==> src/rtl/warp_fetcher_if.sv <==
// Shared warp types and the program-memory read handshake used by warp_fetcher.
// The fetcher drives the request side (master); the memory controller is the slave.
package warp_pkg;
    typedef enum logic [2:0] {
        WARP_IDLE    = 3'd0,
        WARP_FETCH   = 3'd1,
        WARP_DECODE  = 3'd2,
        WARP_REQUEST = 3'd3,
        WARP_WAIT    = 3'd4,
        WARP_EXECUTE = 3'd5,
        WARP_UPDATE  = 3'd6,
        WARP_DONE    = 3'd7
    } warp_state_t;

    typedef logic [31:0] instruction_t;
endpackage

interface warp_fetcher_if #(
    parameter int ADDR_WIDTH  = 12,
    parameter int INSTR_WIDTH = 32
);
    logic                   mem_read_valid;
    logic [ADDR_WIDTH-1:0]  mem_read_address;
    logic                   mem_read_ready;
    logic [INSTR_WIDTH-1:0] mem_read_data;

    modport master (
        output mem_read_valid,
        output mem_read_address,
        input  mem_read_ready,
        input  mem_read_data
    );

    modport slave (
        input  mem_read_valid,
        input  mem_read_address,
        output mem_read_ready,
        output mem_read_data
    );
endinterface

==> src/rtl/warp_fetcher.sv <==
// Per-warp instruction fetch stage with a sticky timeout watchdog.
// Optional WARP_FETCHER_LAST_HIT_EN skips the memory read when pc repeats.
module warp_fetcher
    import warp_pkg::*;
#(
    parameter int ADDR_WIDTH     = 12,
    parameter int INSTR_WIDTH    = 32,
    parameter int TIMEOUT_CYCLES = 255
) (
    input  logic                   clk,
    input  logic                   reset,
    input  warp_state_t            warp_state,
    input  logic [ADDR_WIDTH-1:0]  pc,
    warp_fetcher_if.master         mem,
    output logic [INSTR_WIDTH-1:0] instruction,
    output logic [1:0]             fetcher_state,
    output logic                   fetch_error
);

    localparam int CW = (TIMEOUT_CYCLES > 0) ?
        $clog2(TIMEOUT_CYCLES + 1) : 1;
    localparam logic [CW-1:0] CNT_LAST =
        CW'((TIMEOUT_CYCLES > 0) ? TIMEOUT_CYCLES - 1 : 0);
    localparam bit WDOG_EN = (TIMEOUT_CYCLES != 0);

    typedef enum logic [1:0] {
        S_IDLE     = 2'd0,
        S_FETCHING = 2'd1,
        S_FETCHED  = 2'd2,
        S_ERROR    = 2'd3
    } fstate_e;

    fstate_e                state_q, state_d;
    logic [ADDR_WIDTH-1:0]  addr_q, addr_d;
    logic                   valid_q, valid_d;
    logic [INSTR_WIDTH-1:0] instr_q, instr_d;
    logic                   err_q, err_d;
    logic [CW-1:0]          cnt_q, cnt_d;
    logic                   hit;

`ifdef WARP_FETCHER_LAST_HIT_EN
    logic [ADDR_WIDTH-1:0]  last_addr_q, last_addr_d;
    logic                   last_valid_q, last_valid_d;

    assign hit = last_valid_q && (pc == last_addr_q);

    always_ff @(posedge clk) begin
        if (reset) begin
            last_addr_q  <= '0;
            last_valid_q <= 1'b0;
        end else begin
            last_addr_q  <= last_addr_d;
            last_valid_q <= last_valid_d;
        end
    end
`else
    assign hit = 1'b0;
`endif

    always_ff @(posedge clk) begin
        if (reset) begin
            state_q <= S_IDLE;
            addr_q  <= '0;
            valid_q <= 1'b0;
            instr_q <= '0;
            err_q   <= 1'b0;
            cnt_q   <= '0;
        end else begin
            state_q <= state_d;
            addr_q  <= addr_d;
            valid_q <= valid_d;
            instr_q <= instr_d;
            err_q   <= err_d;
            cnt_q   <= cnt_d;
        end
    end

    always_comb begin
        state_d = state_q;
        addr_d  = addr_q;
        valid_d = valid_q;
        instr_d = instr_q;
        err_d   = err_q;
        cnt_d   = cnt_q;
`ifdef WARP_FETCHER_LAST_HIT_EN
        last_addr_d  = last_addr_q;
        last_valid_d = last_valid_q;
`endif
        unique case (state_q)
            S_IDLE: begin
                if (warp_state == WARP_FETCH) begin
                    if (hit) begin
                        state_d = S_FETCHED;
                    end else begin
                        addr_d  = pc;
                        valid_d = 1'b1;
                        cnt_d   = '0;
                        state_d = S_FETCHING;
                    end
                end
            end
            S_FETCHING: begin
                // Completion beats the watchdog when both land on one edge.
                if (valid_q && mem.mem_read_ready) begin
                    instr_d = mem.mem_read_data;
                    valid_d = 1'b0;
                    state_d = S_FETCHED;
`ifdef WARP_FETCHER_LAST_HIT_EN
                    last_addr_d  = addr_q;
                    last_valid_d = 1'b1;
`endif
                end else if (WDOG_EN && cnt_q == CNT_LAST) begin
                    valid_d = 1'b0;
                    err_d   = 1'b1;
                    state_d = S_ERROR;
                end else if (cnt_q != '1) begin
                    cnt_d = cnt_q + 1'b1;
                end
            end
            S_FETCHED: begin
                if (warp_state == WARP_DECODE) begin
                    state_d = S_IDLE;
                end
            end
            S_ERROR: begin
                state_d = S_ERROR;
            end
            default: begin
                state_d = S_IDLE;
            end
        endcase
    end

    assign mem.mem_read_valid   = valid_q;
    assign mem.mem_read_address = addr_q;
    assign instruction          = instr_q;
    assign fetcher_state        = state_q;
    assign fetch_error          = err_q;

endmodule
==> src/flat_wrapper.sv <==
// flat-port wrapper written by rule: the top's interface ports become plain ports
module warp_fetcher_flat import warp_pkg::*;
#(
    parameter int ADDR_WIDTH     = 12,
    parameter int INSTR_WIDTH    = 32,
    parameter int TIMEOUT_CYCLES = 255
)
  (clk, reset, warp_state, pc, instruction, fetcher_state, fetch_error, mem_mem_read_valid, mem_mem_read_address, mem_mem_read_ready, mem_mem_read_data);
  warp_fetcher_if #(.ADDR_WIDTH(ADDR_WIDTH), .INSTR_WIDTH(INSTR_WIDTH)) mem_i ();
  input  logic clk;
  input  logic reset;
  input  warp_state_t warp_state;
  input  logic [ADDR_WIDTH-1:0] pc;
  output logic [INSTR_WIDTH-1:0] instruction;
  output logic [1:0] fetcher_state;
  output logic fetch_error;
  output wire logic [$bits(mem_i.mem_read_valid)-1:0] mem_mem_read_valid;
  output wire logic [$bits(mem_i.mem_read_address)-1:0] mem_mem_read_address;
  input wire logic [$bits(mem_i.mem_read_ready)-1:0] mem_mem_read_ready;
  input wire logic [$bits(mem_i.mem_read_data)-1:0] mem_mem_read_data;
  assign mem_mem_read_valid = mem_i.mem_read_valid;
  assign mem_mem_read_address = mem_i.mem_read_address;
  assign mem_i.mem_read_ready = mem_mem_read_ready;
  assign mem_i.mem_read_data = mem_mem_read_data;
  warp_fetcher #(.ADDR_WIDTH(ADDR_WIDTH), .INSTR_WIDTH(INSTR_WIDTH), .TIMEOUT_CYCLES(TIMEOUT_CYCLES)) u_core (.clk(clk), .reset(reset), .warp_state(warp_state), .pc(pc), .mem(mem_i), .instruction(instruction), .fetcher_state(fetcher_state), .fetch_error(fetch_error));
endmodule
==> config.mk <==
export PLATFORM = sky130hd
export DESIGN_NAME = warp_fetcher_flat
export DESIGN_NICKNAME = d
export VERILOG_FILES = /design/src/rtl/warp_fetcher_if.sv /design/src/rtl/warp_fetcher.sv /design/src/flat_wrapper.sv
export SDC_FILE = /design/constraint.sdc
export NUM_CORES = 1
export LEC_CHECK = 0
export CAP_MARGIN = 20
export CORE_MARGIN = 5
export CORE_UTILIZATION = 35
export CTS_CLUSTER_SIZE = 30
export DETAILED_ROUTE_END_ITERATION = 10
export DONT_BUFFER_PORTS = 1
export HOLD_SLACK_MARGIN = 0.12
export MAX_ROUTING_LAYER = met4
export SYNTH_ARGS = -nofsm -noshare
export SYNTH_HDL_FRONTEND = slang
export SYNTH_SLANG_ARGS = --single-unit
==> constraint.sdc <==
create_clock -name clk -period 2 [get_ports clk]
set_clock_uncertainty 0.1 [all_clocks]
set_input_delay 0.5 -clock clk [delete_from_list [all_inputs] [get_ports clk]]
set_output_delay 0.5 -clock clk [all_outputs]
set_load 0.005 [all_outputs]
Word-level counts from Yosys, hierarchy flattened

Cells that the tools add are included.
W data, S select, Z words.

Add/subtract/negate cells: 1
Eq/ne operators: 13
Bitwise gates (word level): 1
Reductions and logical operators: 9
Divide/modulo/power cells: 0
Magnitude comparators: 0
Multiply operators: 0
Multiplexer cells: 14
Shift operators: 0

Operators by type and width:

| cell                  | count |
|---|---|
| $mux W8               | 4 |
| $pmux W8 S2           | 1 |
| $reduce_and A3 Y1     | 3 |
| $add A8 B1 Y8 const B | 1 |
| $eq A8 B8 Y1 const B  | 1 |
| $mux W2               | 4 |
| $ne A8 B8 Y1 const B  | 1 |
| $pmux W2 S4           | 1 |
| $ne A2 B1 Y1 const B  | 3 |
| $reduce_and A5 Y1     | 1 |
| $eq A2 B2 Y1 const B  | 2 |
| $ne A2 B2 Y1 const B  | 2 |
| $reduce_and A2 Y1     | 2 |
| $eq A3 B1 Y1 const B  | 1 |
| $eq A3 B2 Y1 const B  | 1 |
| $mux W1               | 3 |
| $ne A3 B1 Y1 const B  | 1 |
| $eq A2 B1 Y1 const B  | 1 |
| $logic_not A2 Y1      | 1 |
| $pmux W1 S2           | 1 |
| $reduce_bool A2 Y1    | 1 |
| $logic_and A1 B1 Y1   | 1 |
| $not A1 Y1            | 1 |

Logic and storage cells: 44
Bits in read-only memories: 0
Bits in writable memories: 0
Latch bits: 0
Register bits after elaboration: 56
Memories kept: 0
Bits of input ports: 50

Longest topological paths before layout

Gate-level depths: netlist (run 1).

Word-level depth: 5
Gate-level depth with buffers: 6
Depth with buffers taken out: 6

Worst setup path before layout (run 1)

OpenSTA, ideal clock, no wires.

Path kind: reg2reg
From: register u_core.cnt_q[0]
To: register u_core.cnt_q[1]
Setup slack: 108 ps
Arrival: 1722 ps
Period minus slack after synthesis: 1892 ps
Data required time: 1830 ps
Library setup time: 70 ps
Stages on the path, launching flop included: 7
Buffers on the path: 0
Path through: dfxtp_1 > inv_1 > ha_1 > nor2b_1 > o2111a_1 > or4_1 > a21oi_1

Cells in the longest elaborated chain, start to end: 5

Ends and longest elaborated chain:

| element                | RTL line            | RTL |
|---|---|---|
| start, declared        | warp_fetcher.sv:38  | `logic [CW-1:0] cnt_q, cnt_d;` |
| start signal, assigned | warp_fetcher.sv:74  | `cnt_q <= cnt_d;` |
| $add A8 B1 Y8          | warp_fetcher.sv:117 | `cnt_d = cnt_q + 1'b1;` |
| $mux W8                | warp_fetcher.sv:116 | `end else if (cnt_q != '1) begin` |
| $mux W8                | warp_fetcher.sv:112 | `end else if (WDOG_EN && cnt_q == CNT_LAST) begin` |
| $mux W8                | warp_fetcher.sv:104 | `if (valid_q && mem.mem_read_ready) begin` |
| $pmux W8 S2            | warp_fetcher.sv:89  | `unique case (state_q)` |

Several ways; a longest one is shown, not always the timed one. The select of a mux whose other input is x is not followed.
A chain may end at the register's enable or synchronous reset.

Final worst setup path (run 1)

Same ends and word-level chain as after synthesis.

==> impl_metrics.csv, run 1 <==
group,metric,value,unit
run_status,status,"finished clean",
cts,tritoncts,"built",
run,max_cap_viol_count,0,
final_layout,syn2layout_area_growth,9.21,%
power_and_ir_drop,switchingPower,0.000430,W
floorplan,core,6280,sq um
global_route,grt_overflow_total,0,
final_layout,fillers,660,
synth,syn_nets,329,
route,drt_iter0_markers,126,
worst_setup_path,r2r_setup_slack,0.20,ns
worst_setup_path,crit_required,2.14,ns
worst_setup_path,r2r_end,"u_core.cnt_q[1]$_SDFFE_PP0P_",
global_route,grt_first_pass_wirelength,8650,um
route,first_pass_iters,4,
synth,syn_area_per_cell,8.04,sq um
power_and_ir_drop,power_frac_comb,3.9,%
worst_setup_path,criticalPathCategory,"reg2reg",
synth,synthArstFlopShare,0,%
floorplan,start_util,35.5,%
final_layout,nNetsFinal,329,
cts,cts_setup_buffers,0,
timing,slew_viol_final,0,
final_layout,multi_input_area,1020,sq um
timing,hold_viol_final,0,
worst_setup_path,worstSetupStartpointType,"register",
place,portBuffers,0,
floorplan,die-area,8060,sq um
timing,fmax,0.555,GHz
cts,numCtsBuffers,5,
timing,setup_viol,0,
route,drt_drc_violations_left,0,
timing,finalSetupTns,0,ns
final_layout,drive_gt1_share,8.63,%
route,route.final.wire_length,5330,um
global_route,grt_pass1_vias,1721,
final_layout,register_area,1120,sq um
place,dp_hpwl,3760,um
cts,postCtsHoldBufs,0,
synth,yosysTopAreaCellShare,50.3,%
worst_setup_path,worst_ep_arrival_time,1.94,ns
floorplan,dieHeight,89.8,um
synth,synth_edf_count,0,
power_and_ir_drop,cellPowerDensity,770,nW/um^2
global_route,grt_use_total,13.1,%
global_route,grt_max_degree,59,
power_and_ir_drop,p_total,0.00187,W
synth,synth.distinct_cells,36,
power_and_ir_drop,vdd_ir_drop_max,311,uV
cts,clockBufferDepth,2,
final_layout,layout_common_cells,"96 x nand2_1, 56 x dfxtp_1, 48 x a21oi_1",
final_layout,insertedDiodeCount,0,
worst_setup_path,crit_path_end_kind,"register",
cts,htreeDepth,2,
worst_setup_path,reg2reg_depth,5,
worst_hold_path,hp-class,"in2reg",
synth,syn-instance-count,277,
cts,cts_root_buffer,"clkbuf_8",
cts,cts.sinks,56,
power_and_ir_drop,leakagePower,0.769,nW
place,place.gp.congestion,0.753,
floorplan,die_w,89.8,um
synth,ys.flop_type,"dfxtp_1",
route,vias,1911,
worst_hold_path,hold_depth,1,
timing,rsz0062_at_grt,"false",
synth,yosys.area.top_type,"dfxtp_1",
floorplan,pin_count,98,
timing,finalCritPeriodShare,90.1,%
worst_setup_path,cp_max_fo,5,
cts,clk_latency,0.31,ns
final_layout,layout_commonest_cell,"nand2_1",
route,post_drt_via_cell_ratio,5.38,
worst_hold_path,min_from,"reset",
cts,post_cts_resized,0,
synth,yosys-top-cells-area,"dfxtp_1 50%, nand2_1 16%, a21oi_1 11%, clkbuf_1 1.7%, nand3_1 1.6%",
floorplan,rows,29,
synth,syn_area,2230,sq um
power_and_ir_drop,power.internal,0.00144,W
power_and_ir_drop,swShare,23.0,%
power_and_ir_drop,p_clk_share,35.1,%
worst_setup_path,r2r-start,"u_core.cnt_q[0]$_SDFFE_PP0P_",
worst_setup_path,startpoint,"u_core.cnt_q[0]$_SDFFE_PP0P_",
timing,fin_crit,1.80,ns
global_route,antenna_found_initial,0,
timing,max_slew_margin,70.4,%
route,routedWlPerCell,15.0,um
cts,cts.clk_slew.worst_paths,0.10,ns
worst_hold_path,whs_endpoint,"u_core.mem.mem_read_valid$_SDFFE_PP0P_",
synth,yosysSeqAreaShare,50.3,%
timing,worstMarginPinSlew,0.443,ns
synth,ys_ff_latch,56,
power_and_ir_drop,seq_power_share,61.0,%
synth,ys_warn_count,0,
route,antenna_left,0,
[flip-flops by register name, indices dropped and copies added, names as in the netlist]
signal,flops
u_core.mem.mem_read_address,12
u_core.fetch_error,1
u_core.instruction,32
u_core.fetcher_state,2
u_core.cnt_q,8
u_core.mem.mem_read_valid,1
[worst max-delay path by stage]
| stage | endpoint | slack, ns | cells after the start |
|---|---|---|---|
| floorplan | u_core.cnt_q[1]$_SDFFE_PP0P_ | 0.11 | 6 |
| finish | u_core.cnt_q[1]$_SDFFE_PP0P_ | 0.20 | 5 |
| detailed placement | u_core.cnt_q[6]$_SDFFE_PP0P_ | 0.14 | 4 |
| global placement | u_core.cnt_q[4]$_SDFFE_PP0P_ | 0.15 | 4 |
| global route | u_core.cnt_q[1]$_SDFFE_PP0P_ | 0.08 | 6 |
| CTS | u_core.cnt_q[1]$_SDFFE_PP0P_ | 0.18 | 6 |
[cell families (layout without fill, tap and decap cells)]
logic type               Yosys count  count (layout)  share of synthesized area (%)
AND/OR/NAND/NOR                  128             128                           24.8
AO/OA/AOI/OAI                     70              70                           19.7
flip-flops                        56              56                           50.3
buffers and inverters             21              22                           3.99
adder cells (fa/ha/maj)            2               2                           1.12
[routing by layer]
metal  vias to the layer above  track usage [%]  part of all wire (%)
met5                         -                -                     0
met4                         0             5.04                   1.9
met3                         8             4.67                   7.9
met2                        66             20.0                    46
met1                       891             15.8                    44
li1                        946                -                     -
[critical path, cell delays in order (launching register included)]
cell and delay [ns]:
dfxtp_1 0.32, buf_4 0.15, ha_1 0.26, o2111a_1 0.28, or4_1 0.49, a21oi_1 0.14
[through the flow]
step | utilization, % | setup slack (ns) | area (sq um) | instances | hold WS (ns)
2_1_floorplan | - | 0.108 | 2230 | 277 | 0.353
3_3_place_gp | 37.2 | 0.150 | 2340 | 347 | 0.356
3_5_place_dp | 37.2 | 0.138 | 2340 | 347 | 0.361
4_1_cts | 38.7 | 0.182 | 2430 | 355 | 0.139
5_1_grt | 38.7 | 0.0847 | 2430 | 355 | 0.128
6_report | 38.7 | 0.198 | 2430 | 355 | 0.158
[layout make-up]
class / instances / share of cell area, %
Tap cell: 77 / 3.96
Clock buffer: 6 / 3.40
Sequential cell: 56 / 46.1
Timing Repair Buffer: 9 / 3.29
Inverter: 5 / 0.772
Clock inverter: 2 / 0.566
Multi-Input combinational cell: 200 / 41.9
[cells in the mapped netlist (3+ instances only)]
cell type / instances
dfxtp_1: 56
nor2_1: 7
a211oi_1: 3
o21ai_0: 3
a21oi_1: 48
buf_2: 5
nand2_1: 96
nand3_1: 7
inv_1: 5
clkbuf_1: 10
nor3_1: 4
[power groups by stage]
stage | Clock (W) | Sequential [W] | Combinational (W)
floorplan | 0 | 0.00117 | 0.0000720
global placement | 0 | 0.00117 | 0.0000724
detailed placement | 0 | 0.00117 | 0.0000734
CTS | 0.000690 | 0.00114 | 0.0000735
global route | 0.000739 | 0.00115 | 0.0000826
finish | 0.000658 | 0.00114 | 0.0000730
No activity file was read; power rests on OpenSTA's default activity.
==> run 2, diff against run 1 <==
DONT_BUFFER_PORTS = default   (was 1)
PLACE_DENSITY = 0.71   (was default)
==> impl_metrics.csv, run 2 (synthesis gave the netlist of run 1 again) <==
group,metric,value,unit
cts,clk_latency,0.30,ns
timing,fmax,0.526,GHz
route,routedWlPerCell,13.7,um
cts,cts.sinks,56,
timing,slew_viol_final,0,
timing,whs,0.359,ns
global_route,grt_pass1_vias,2212,
worst_setup_path,r2r_setup_slack,0.16,ns
place,placed_area,3350,sq um
route,post_drt_via_cell_ratio,4.94,
cts,tritoncts,"built",
timing,finalSetupTns,0,ns
worst_setup_path,crit_required,1.40,ns
run_status,status,"finished clean",
worst_hold_path,hp-class,"reg2reg",
floorplan,pin_count,98,
worst_setup_path,path_cells,"buf_4 -> clkdlybuf4s50_1",
floorplan,dieHeight,89.8,um
place,dpl.cell_count,450,
global_route,grt_first_pass_wirelength,10600,um
floorplan,die_w,89.8,um
route,first_pass_iters,5,
final_layout,layout_commonest_cell,"nand2_1",
worst_setup_path,r2r_end,"u_core.cnt_q[1]$_SDFFE_PP0P_",
worst_setup_path,r2r-start,"u_core.cnt_q[0]$_SDFFE_PP0P_",
cts,cts_root_buffer,"clkbuf_8",
global_route,grt_use_total,15.6,%
timing,hold_viol_final,0,
worst_setup_path,worst_ep_arrival_time,1.30,ns
power_and_ir_drop,p_total,0.00218,W
floorplan,die-area,8060,sq um
worst_setup_path,crit_family,"buffers and inverters",
timing,worstMarginPinSlew,0.398,ns
place,portBuffers,97,
route,drt_iter0_markers,97,
run,max_cap_viol_count,0,
cts,htreeDepth,2,
power_and_ir_drop,leakagePower,1.18,nW
timing,setup_viol,0,
worst_setup_path,cpPeakStageDelay,0.51,ns
place,place.gp.congestion,0.837,
worst_setup_path,crit_path_end_kind,"primary output",
worst_hold_path,min_from,"u_core.instruction[9]$_SDFFE_PP0P_",
worst_setup_path,criticalPathCategory,"reg2out",
power_and_ir_drop,vdd_ir_drop_max,339,uV
floorplan,core,6280,sq um
route,route.final.wire_length,6280,um
final_layout,layout_common_cells,"96 x nand2_1, 93 x clkdlybuf4s50_1, 55 x dfxtp_1",
worst_hold_path,whs_endpoint,"u_core.instruction[9]$_SDFFE_PP0P_",
timing,rsz0062_at_grt,"false",
worst_setup_path,worstSetupStartpointType,"register",
power_and_ir_drop,cellPowerDensity,626,nW/um^2
floorplan,rows,29,
route,vias,2266,
worst_setup_path,reg2reg_depth,6,
timing,max_slew_margin,73.5,%
cts,cts.clk_slew.worst_paths,0.10,ns
final_layout,stdcell_count,459,
floorplan,start_util,35.5,%
global_route,grt_max_degree,33,
final_layout,syn2layout_area_growth,56.2,%
route,drt_drc_violations_left,0,
worst_setup_path,crit_path_top_delay_cell,"clkdlybuf4s50_1",
cts,clockBufferDepth,2,
place,dp_hpwl,4580,um
final_layout,nNetsFinal,433,
worst_setup_path,cp_max_fo,6,
worst_hold_path,hold_depth,2,
timing,fin_crit,1.90,ns
final_layout,largest_reg_flops,32,
route,antenna_left,0,
final_layout,insertedDiodeCount,0,
cts,numCtsBuffers,5,
final_layout,drive_gt1_share,8.64,%
timing,finalCritPeriodShare,95.1,%
final_layout,stdcell_area,3480,sq um
worst_setup_path,path_buf_inv,2,
global_route,grt_overflow_total,0,
global_route,antenna_found_initial,0,
## run 2: cell type report
| cell class | instances | area [sq um] |
|---|---|---|
| Clock buffer | 7 | 96.3 |
| Sequential cell | 56 | 1120 |
| Clock inverter | 1 | 30.0 |
| Fill cell | 562 | 2800 |
| Tap cell | 77 | 96.3 |
| Multi-Input combinational cell | 200 | 1020 |
| Timing Repair Buffer | 113 | 1090 |
| Inverter | 5 | 18.8 |
## run 2: worst max path at each step
| stage | start | to | depth (start not counted) |
|---|---|---|---|
| after floorplan | u_core.cnt_q[0]$_SDFFE_PP0P_ | u_core.cnt_q[1]$_SDFFE_PP0P_ | 6 |
| after global placement | warp_state[0] | u_core.cnt_q[6]$_SDFFE_PP0P_ | 5 |
| after detailed placement | warp_state[0] | u_core.cnt_q[4]$_SDFFE_PP0P_ | 5 |
| after CTS | u_core.fetcher_state[1]$_SDFFE_PP0P_ | fetcher_state[1] | 2 |
| after global routing | u_core.fetcher_state[1]$_SDFFE_PP0P_ | fetcher_state[1] | 2 |
| final | u_core.fetcher_state[1]$_SDFFE_PP0P_ | fetcher_state[1] | 2 |
## run 2: repair_timing
item | in CTS | in global routing
setup buffers | 1 | 0
resized for setup | 4 | 0
setup endpoints to repair | 3 | 0
hold buffers | 0 | 0
## run 2: worst min-delay path, cell delays in order (launching register included)
cell	delay, ns
dfxtp_1	0.32
nand2_1	0.05
a21oi_1	0.05
## run 2: through the flow
step                      worst slack, ns  utilization, %
after floorplan                     0.108               -
after global placement             -0.338            53.3
after detailed placement           -0.367            53.3
after CTS                          0.0724            55.4
after global routing               0.0303            55.4
final                              0.0983            55.4
## run 2: report_power, final
group / switching (W) / internal (W)
logic: 0.0000887 / 0.000140
clock network: 0.000366 / 0.000443
registers: 0.00000995 / 0.00113
total: 0.000465 / 0.00171
## run 2: per-layer routing
metal	track usage [%]	vias up	wire [um]
met2	25.1	66	2940
met3	5.51	2	404
met1	19.3	1046	2910
met4	2.39	0	29
met5	-	-	0
li1	-	1152	-
==> run 3, diff against run 2 <==
DONT_BUFFER_PORTS = 1   (was default)
PLACE_DENSITY = default   (was 0.71)
==> results of run 3 <==
Final layout, timing and power as in run 1 (identical DEF).
